## src/rtl/alu_pkg.sv

```systemverilog
// alu_pkg: shared definitions for the ALU arbiter slice.
//   - opcode encodings OP_ADD .. OP_NOT, with OP_LAST marking the highest legal opcode
//   - state_t: sequencer FSM states (IDLE -> EXEC -> RESP)
package alu_pkg;

    localparam int unsigned DATA_W_DEFAULT = 16;

    localparam logic [3:0] OP_ADD   = 4'd0;
    localparam logic [3:0] OP_SUB   = 4'd1;
    localparam logic [3:0] OP_MUL5  = 4'd2;
    localparam logic [3:0] OP_DIV10 = 4'd3;
    localparam logic [3:0] OP_INC   = 4'd4;
    localparam logic [3:0] OP_DEC   = 4'd5;
    localparam logic [3:0] OP_AND   = 4'd6;
    localparam logic [3:0] OP_XOR   = 4'd7;
    localparam logic [3:0] OP_OR    = 4'd8;
    localparam logic [3:0] OP_NOT   = 4'd9;
    localparam logic [3:0] OP_LAST  = 4'd9;

    typedef enum logic [1:0] {
        ST_IDLE = 2'd0,
        ST_EXEC = 2'd1,
        ST_RESP = 2'd2
    } state_t;

endpackage

```

## src/rtl/alu_core16.sv

```systemverilog
// alu_core16: purely combinational signed ALU datapath.
// Ports:
//   opcode      in   4       operation select (0..OP_LAST legal)
//   a, b        in   DATA_W  two's-complement operands
//   result      out  DATA_W  low DATA_W bits of the true result
//   ovf         out  1       true signed result not representable in DATA_W
//   err         out  1       illegal opcode (result forced to 0)
module alu_core16
    import alu_pkg::*;
#(
    parameter int unsigned DATA_W = DATA_W_DEFAULT
) (
    input  logic [3:0]        opcode,
    input  logic [DATA_W-1:0] a,
    input  logic [DATA_W-1:0] b,
    output logic [DATA_W-1:0] result,
    output logic              ovf,
    output logic              err
);

    localparam logic [DATA_W-1:0]        SMAX = {1'b0, {(DATA_W-1){1'b1}}};
    localparam logic [DATA_W-1:0]        SMIN = {1'b1, {(DATA_W-1){1'b0}}};
    localparam logic signed [DATA_W-1:0] TEN  = DATA_W'(10);

    logic [DATA_W-1:0]        sum;
    logic [DATA_W-1:0]        diff;
    logic [DATA_W-1:0]        quot;
    logic signed [DATA_W+2:0] ax;
    logic signed [DATA_W+2:0] prod;
    logic [3:0]               prod_top;

    assign sum  = a + b;
    assign diff = a - b;
    // Signed division truncates toward zero, matching the required /10 rounding.
    assign quot = $signed(a) / TEN;

    // A*5 as (A<<2)+A in DATA_W+3 bits, wide enough to hold the full product.
    assign ax       = {{3{a[DATA_W-1]}}, a};
    assign prod     = (ax <<< 2) + ax;
    assign prod_top = prod[DATA_W+2:DATA_W-1];

    always_comb begin
        result = '0;
        ovf    = 1'b0;
        err    = 1'b0;
        case (opcode)
            OP_ADD: begin
                result = sum;
                ovf    = (a[DATA_W-1] == b[DATA_W-1]) && (sum[DATA_W-1] != a[DATA_W-1]);
            end
            OP_SUB: begin
                result = diff;
                ovf    = (a[DATA_W-1] != b[DATA_W-1]) && (diff[DATA_W-1] != a[DATA_W-1]);
            end
            OP_MUL5: begin
                result = prod[DATA_W-1:0];
                // In range only if the top bits are pure sign extension.
                ovf    = (prod_top != '0) && (prod_top != '1);
            end
            OP_DIV10: result = quot;
            OP_INC: begin
                result = a + 1'b1;
                ovf    = (a == SMAX);
            end
            OP_DEC: begin
                result = a - 1'b1;
                ovf    = (a == SMIN);
            end
            OP_AND:  result = a & b;
            OP_XOR:  result = a ^ b;
            OP_OR:   result = a | b;
            OP_NOT:  result = ~a;
            default: err = 1'b1;
        endcase
    end

endmodule

```

## src/rtl/alu_arbiter.sv

```systemverilog
// alu_arbiter: two-port round-robin arbiter/sequencer for one shared ALU.
// Ports:
//   clk, rst                 clock, synchronous active-high reset
//   reqN_valid/ready         request handshake, N = 0/1 (ready is combinational, IDLE only)
//   reqN_opcode/a/b          operation, sampled only at acceptance
//   rspN_valid/ready         response handshake for the transaction owner
//   rsp_result/ovf/err       registered result and flags, shared by both ports
//   ovf_sticky/ovf_clr       per-requester sticky overflow and clear
// Build option: define ALU_ARB_STICKY_OVF_EN to enable ovf_sticky; otherwise it
// reads 0 and ovf_clr is ignored.
module alu_arbiter
    import alu_pkg::*;
#(
    parameter int unsigned DATA_W = DATA_W_DEFAULT
) (
    input  logic              clk,
    input  logic              rst,
    input  logic              req0_valid,
    output logic              req0_ready,
    input  logic [3:0]        req0_opcode,
    input  logic [DATA_W-1:0] req0_a,
    input  logic [DATA_W-1:0] req0_b,
    input  logic              req1_valid,
    output logic              req1_ready,
    input  logic [3:0]        req1_opcode,
    input  logic [DATA_W-1:0] req1_a,
    input  logic [DATA_W-1:0] req1_b,
    output logic              rsp0_valid,
    input  logic              rsp0_ready,
    output logic              rsp1_valid,
    input  logic              rsp1_ready,
    output logic [DATA_W-1:0] rsp_result,
    output logic              rsp_ovf,
    output logic              rsp_err,
    output logic [1:0]        ovf_sticky,
    input  logic [1:0]        ovf_clr
);

    state_t            state;
    state_t            state_nxt;
    logic              prio;
    logic              owner;
    logic              winner;
    logic              grant;
    logic              rsp_hs;
    logic [3:0]        op_q;
    logic [DATA_W-1:0] a_q;
    logic [DATA_W-1:0] b_q;
    logic [DATA_W-1:0] core_result;
    logic              core_ovf;
    logic              core_err;

    // A lone requester always wins; prio only breaks ties.
    assign grant  = req0_valid | req1_valid;
    assign winner = (req0_valid & req1_valid) ? prio : req1_valid;
    assign rsp_hs = (state == ST_RESP) && (owner ? rsp1_ready : rsp0_ready);

    alu_core16 #(.DATA_W(DATA_W)) u_core (
        .opcode (op_q),
        .a      (a_q),
        .b      (b_q),
        .result (core_result),
        .ovf    (core_ovf),
        .err    (core_err)
    );

    always_ff @(posedge clk) begin
        if (rst) begin
            state <= ST_IDLE;
        end else begin
            state <= state_nxt;
        end
    end

    always_comb begin
        state_nxt = state;
        case (state)
            ST_IDLE: if (grant) state_nxt = ST_EXEC;
            ST_EXEC: state_nxt = ST_RESP;
            ST_RESP: if (rsp_hs) state_nxt = ST_IDLE;
            default: state_nxt = ST_IDLE;
        endcase
    end

    always_comb begin
        req0_ready = 1'b0;
        req1_ready = 1'b0;
        rsp0_valid = 1'b0;
        rsp1_valid = 1'b0;
        case (state)
            ST_IDLE: begin
                // Masked during reset so nothing appears accepted on a reset edge.
                if (!rst) begin
                    req0_ready = req0_valid & ~winner;
                    req1_ready = req1_valid & winner;
                end
            end
            ST_RESP: begin
                rsp0_valid = ~owner;
                rsp1_valid = owner;
            end
            default: ;
        endcase
    end

    always_ff @(posedge clk) begin
        if (rst) begin
            prio       <= 1'b0;
            owner      <= 1'b0;
            op_q       <= '0;
            a_q        <= '0;
            b_q        <= '0;
            rsp_result <= '0;
            rsp_ovf    <= 1'b0;
            rsp_err    <= 1'b0;
        end else begin
            if (state == ST_IDLE && grant) begin
                owner <= winner;
                op_q  <= winner ? req1_opcode : req0_opcode;
                a_q   <= winner ? req1_a : req0_a;
                b_q   <= winner ? req1_b : req0_b;
            end
            if (state == ST_EXEC) begin
                rsp_result <= core_result;
                rsp_ovf    <= core_ovf;
                rsp_err    <= core_err;
            end
            if (rsp_hs) begin
                prio <= ~owner;
            end
        end
    end

`ifdef ALU_ARB_STICKY_OVF_EN
    logic [1:0] sticky_set;

    always_comb begin
        sticky_set = '0;
        if (rsp_hs && rsp_ovf) begin
            sticky_set[owner] = 1'b1;
        end
    end

    // Set is OR-ed after the clear so a same-cycle set wins.
    always_ff @(posedge clk) begin
        if (rst) begin
            ovf_sticky <= '0;
        end else begin
            ovf_sticky <= (ovf_sticky & ~ovf_clr) | sticky_set;
        end
    end
`else
    logic [1:0] unused_ovf_clr;
    assign unused_ovf_clr = ovf_clr;
    assign ovf_sticky     = '0;
`endif

endmodule

```

## config.mk

```make
export PLATFORM = sky130hd
export DESIGN_NAME = alu_arbiter
export DESIGN_NICKNAME = d
export VERILOG_FILES = /design/src/rtl/alu_pkg.sv /design/src/rtl/alu_core16.sv /design/src/rtl/alu_arbiter.sv
export SDC_FILE = /design/constraint.sdc
export NUM_CORES = 1
export LEC_CHECK = 0
export CAP_MARGIN = 20
export CORE_MARGIN = 2
export CORE_UTILIZATION = 58
export CTS_CLUSTER_SIZE = 25
export DETAILED_ROUTE_END_ITERATION = 16
export HOLD_SLACK_MARGIN = 0.06
export PLACE_DENSITY_LB_ADDON = 0.1
export SYNTH_ARGS = -nofsm -noshare
export SYNTH_HDL_FRONTEND = slang
export SYNTH_HIERARCHICAL = 1
export SYNTH_SLANG_ARGS = --single-unit
export TNS_END_PERCENT = 20
```

## constraint.sdc

```tcl
create_clock -name clk -period 7.18 [get_ports clk]
set_input_delay 1.436 -clock clk [delete_from_list [all_inputs] [get_ports clk]]
set_output_delay 1.436 -clock clk [all_outputs]
set_load 0.1 [all_outputs]
```

==> flow_summary_export.csv <==
group,metric,value,unit
grt,busiest_layer,"met2",
timing,slew_headroom,0.327,
grt,grt_pass1_vias,8909,
logic_synthesis,yosysSeqAreaShare,0.137,
worst_setup_path,reg2reg_setup_slack,0.27,ns
grt,grt_start_max_net_pins,40,
grt,grt_overflow,0,
power_and_ir_drop,p_leak,3.97,nW
clock_tree,cts.path.max_buffers,2,
routing,antenna_left,0,
worst_setup_path,required,7.38,ns
finish,fillers,1239,
timing,drv_slew,0,
power_and_ir_drop,combPwrFrac,0.781,
timing,finalClockSkew,0.00738,ns
finish,num_antenna_cells,0,
worst_setup_path,cp-start-kind,"flip-flop",
logic_synthesis,synthArstFlopShare,0,
worst_setup_path,critPathTopFamily,"compound AO/OA/AOI/OAI gates",
power_and_ir_drop,internal_power,1.84,mW
logic_synthesis,synth_ff_type,"dfxtp_1",
placement,dp_hpwl,20100,um
logic_synthesis,synth_edf_count,0,
routing,drc,0,
placement,gp_congestion,0.933,
power_and_ir_drop,peakVddDrop,301,uV
logic_synthesis,yosysWarnings,6,
clock_tree,cts_num_sinks,58,
logic_synthesis,syn_area_per_cell,7.52,sq um
die,dieWidth,125,um
die,row_count,44,
worst_hold_path,hold_path_class,"flip-flop to flip-flop",
power_and_ir_drop,swShare,0.514,
grt,grt_usage,0.331,
power_and_ir_drop,clockPowerShare,0.113,
routing,firstDrtPassIters,5,
worst_setup_path,worstRegToRegCells,25,
grt,met1_usage,0.404,
clock_tree,cts_root_buffer,"clkbuf_16",
power_and_ir_drop,p_switching,1.94,mW
timing,finalHoldViolCount,0,
clock_tree,cts_tree,"built",
logic_synthesis,ys_seq_elements,58,
logic_synthesis,synthCells,1131,
run_status,outcome,"complete, no violations",
placement,portBuffers,99,
finish,multiInputGateArea,6880,sq um
routing,viasPerCell,6.59,
worst_setup_path,critPathSlowestCell,"or4_4",
logic_synthesis,yosysUniqueCellTypes,102,
power_and_ir_drop,power,3.78,mW
worst_setup_path,worst-path-max-fanout,8,
worst_hold_path,holdPathEnd,"rsp_result[6]",
die,die_area,15600,sq um
finish,fin_nets,1396,
clock_tree,worstSkewPairLatency,0.34,ns
grt,grtUsageMet3,0.0796,
finish,area_growth,21.0,%
timing,fin_crit_sh,0.963,
worst_setup_path,crit_path_end_kind,"flip-flop",
power_and_ir_drop,p_seq_frac,0.107,
clock_tree,cts_hold_buf,0,
clock_tree,htree_levels,3,
finish,register_area,1160,sq um
worst_hold_path,min_delay_path_depth,2,
finish,drive_above_1_share,0.141,
clock_tree,cts_made_buffers,9,
routing,num_vias,9362,
timing,min_period,6.91,ns
grt,use_met2,0.552,
timing,tightest_slew,1.00,ns
worst_hold_path,worst_hold_startpoint,"rsp_result[6]",
worst_setup_path,worstPathArrival,7.11,ns
die,dieHeight,125,um
timing,finalSetupViolations,0,
die,num_io_pins,104,
run,cap_violations,0,
worst_setup_path,max_stage_delay,0.64,ns
logic_synthesis,synth_area,8500,sq um
die,start_util,0.590,
die,core,14400,sq um
grt,grt_pass1_wl,43200,um
power_and_ir_drop,power_density,368,nW/um^2
worst_setup_path,critical_path_class,"flip-flop to flip-flop",
worst_setup_path,critPathBufInv,2,
routing,drtIter0Drc,748,
routing,wire_per_inst,18.9,um
grt,antenna_found_initial,0,
timing,whs,0.450,ns
timing,fmax,145,MHz
worst_setup_path,reg2reg_to,"rsp_result[4]",
routing,routed_wirelength,26900,um
timing,timing.final.ws_setup,0.267,ns
worst_setup_path,reg2reg_from,"a_q[0]",
placement,dp_slack,0.240,ns
finish,layout_common_cells,"a21oi_1 (129), clkdlybuf4s50_1 (98), nand2_1 (83)",
clock_tree,path_clk_slew,0.05,ns
finish,final_common_cell,"a21oi_1",
## metrics by stage
step           std cells  utilization  setup TNS, ns  cell area (sq um)
3_5_place_dp        1400        0.682              0               9830
3_3_place_gp        1399        0.680              0               9810
4_1_cts             1416        0.702              0              10100
5_1_grt             1421        0.713        -0.0322              10300
2_1_floorplan       1132            -              0               8510
6_report            1421        0.713              0              10300
## sequential cells by signal, indices dropped and copies added, names as in the netlist
name and flops:
owner 1, b_q 16, op_q 4, rsp_result 16, prio 1, rsp_ovf 1, rsp_err 1, state 2
a_q 16
## cell usage after synthesis, types with 8 or more instances
library cell,count,area [sq um]
a211oi_1,10,75.1
clkbuf_1,40,150
inv_1,65,244
a311oi_2,29,435
a22oi_1,13,97.6
buf_2,23,115
nand3_1,55,275
a21o_1,20,150
o21ai_1,9,45.0
nor3_1,24,120
o21bai_1,32,240
o31ai_1,12,90.1
a21oi_1,131,656
nand2_1,84,315
a221oi_1,15,131
a311oi_1,8,70.1
o21ai_0,73,365
o221ai_1,16,140
mux2i_1,11,110
o22ai_1,14,87.6
ha_1,80,1000
xor2_1,8,70.1
xnor2_1,55,482
nand4_1,14,87.6
dfxtp_1,58,1160
nor2_1,68,255
## kinds of logic after synthesis
logic type	count (synthesis)	synth area share
AND/OR/NAND/NOR	304	0.176
XOR/XNOR	63	0.0649
AO/OA/AOI/OAI	469	0.407
adder cells (fa/ha/maj)	85	0.128
flip-flops	58	0.137
other	1	0.000441
buffers and inverters	138	0.0705
multiplexers	13	0.0156
## power groups by stage
| stage | combinational [mW] | sequential (mW) | clock [mW] |
|---|---|---|---|
| after floorplan | 1.90 | 0.485 | 0 |
| after CTS | 2.82 | 0.401 | 0.433 |
| after global routing | 3.18 | 0.408 | 0.444 |
| final | 2.95 | 0.403 | 0.426 |
| after detailed placement | 2.80 | 0.408 | 0 |
| after global placement | 2.77 | 0.406 | 0 |
## worst reg2reg max path: stages (launching register included)
cell	delay, ns
dfxtp_1	0.35
or4_4	0.64
or4b_4	0.59
o221a_2	0.31
a211oi_2	0.31
a22oi_2	0.20
o41ai_1	0.40
o211a_1	0.33
a211o_2	0.26
o211ai_4	0.14
o221a_1	0.29
or3_4	0.42
nor3_4	0.24
mux2i_1	0.11
o211a_1	0.27
or2_2	0.29
mux2i_1	0.17
a221o_1	0.22
ha_1	0.22
inv_1	0.09
buf_4	0.13
o31ai_1	0.26
xor2_1	0.24
o211ai_1	0.13
nand2_1	0.09
a21oi_1	0.06
## area by class of cell
type                            instances  area share
Clock inverter                          7     0.00669
Timing Repair Buffer                  162       0.144
Inverter                               65      0.0237
Clock buffer                            9      0.0219
Tap cell                              184      0.0224
Multi-Input combinational cell        936       0.669
Sequential cell                        58       0.113
## metal layers
layer | wire length, um | vias up
met4 | 1140 | 0
met3 | 2120 | 76
met1 | 11100 | 4407
met5 | 0 | -
li1 | - | 4483
met2 | 12600 | 396
## how the worst max path moves through the flow
stage | from | end | slack, ns | depth (start not counted)
floorplan | a_q[1] | rsp_result[8] | 0.97 | 26
global placement | a_q[1] | rsp_result[4] | 0.34 | 25
detailed placement | a_q[6] | rsp_result[4] | 0.24 | 25
CTS | a_q[6] | rsp_result[4] | 0.19 | 25
global route | a_q[1] | rsp_result[4] | -0.03 | 27
finish | a_q[0] | rsp_result[4] | 0.27 | 25
## what timing repair did
item / CTS / global route
buffers inserted: 0 / 5
gates resized for setup: 0 / 22
setup endpoints to repair: 0 / 8
Note: power is estimated with default switching activity, not from simulation.
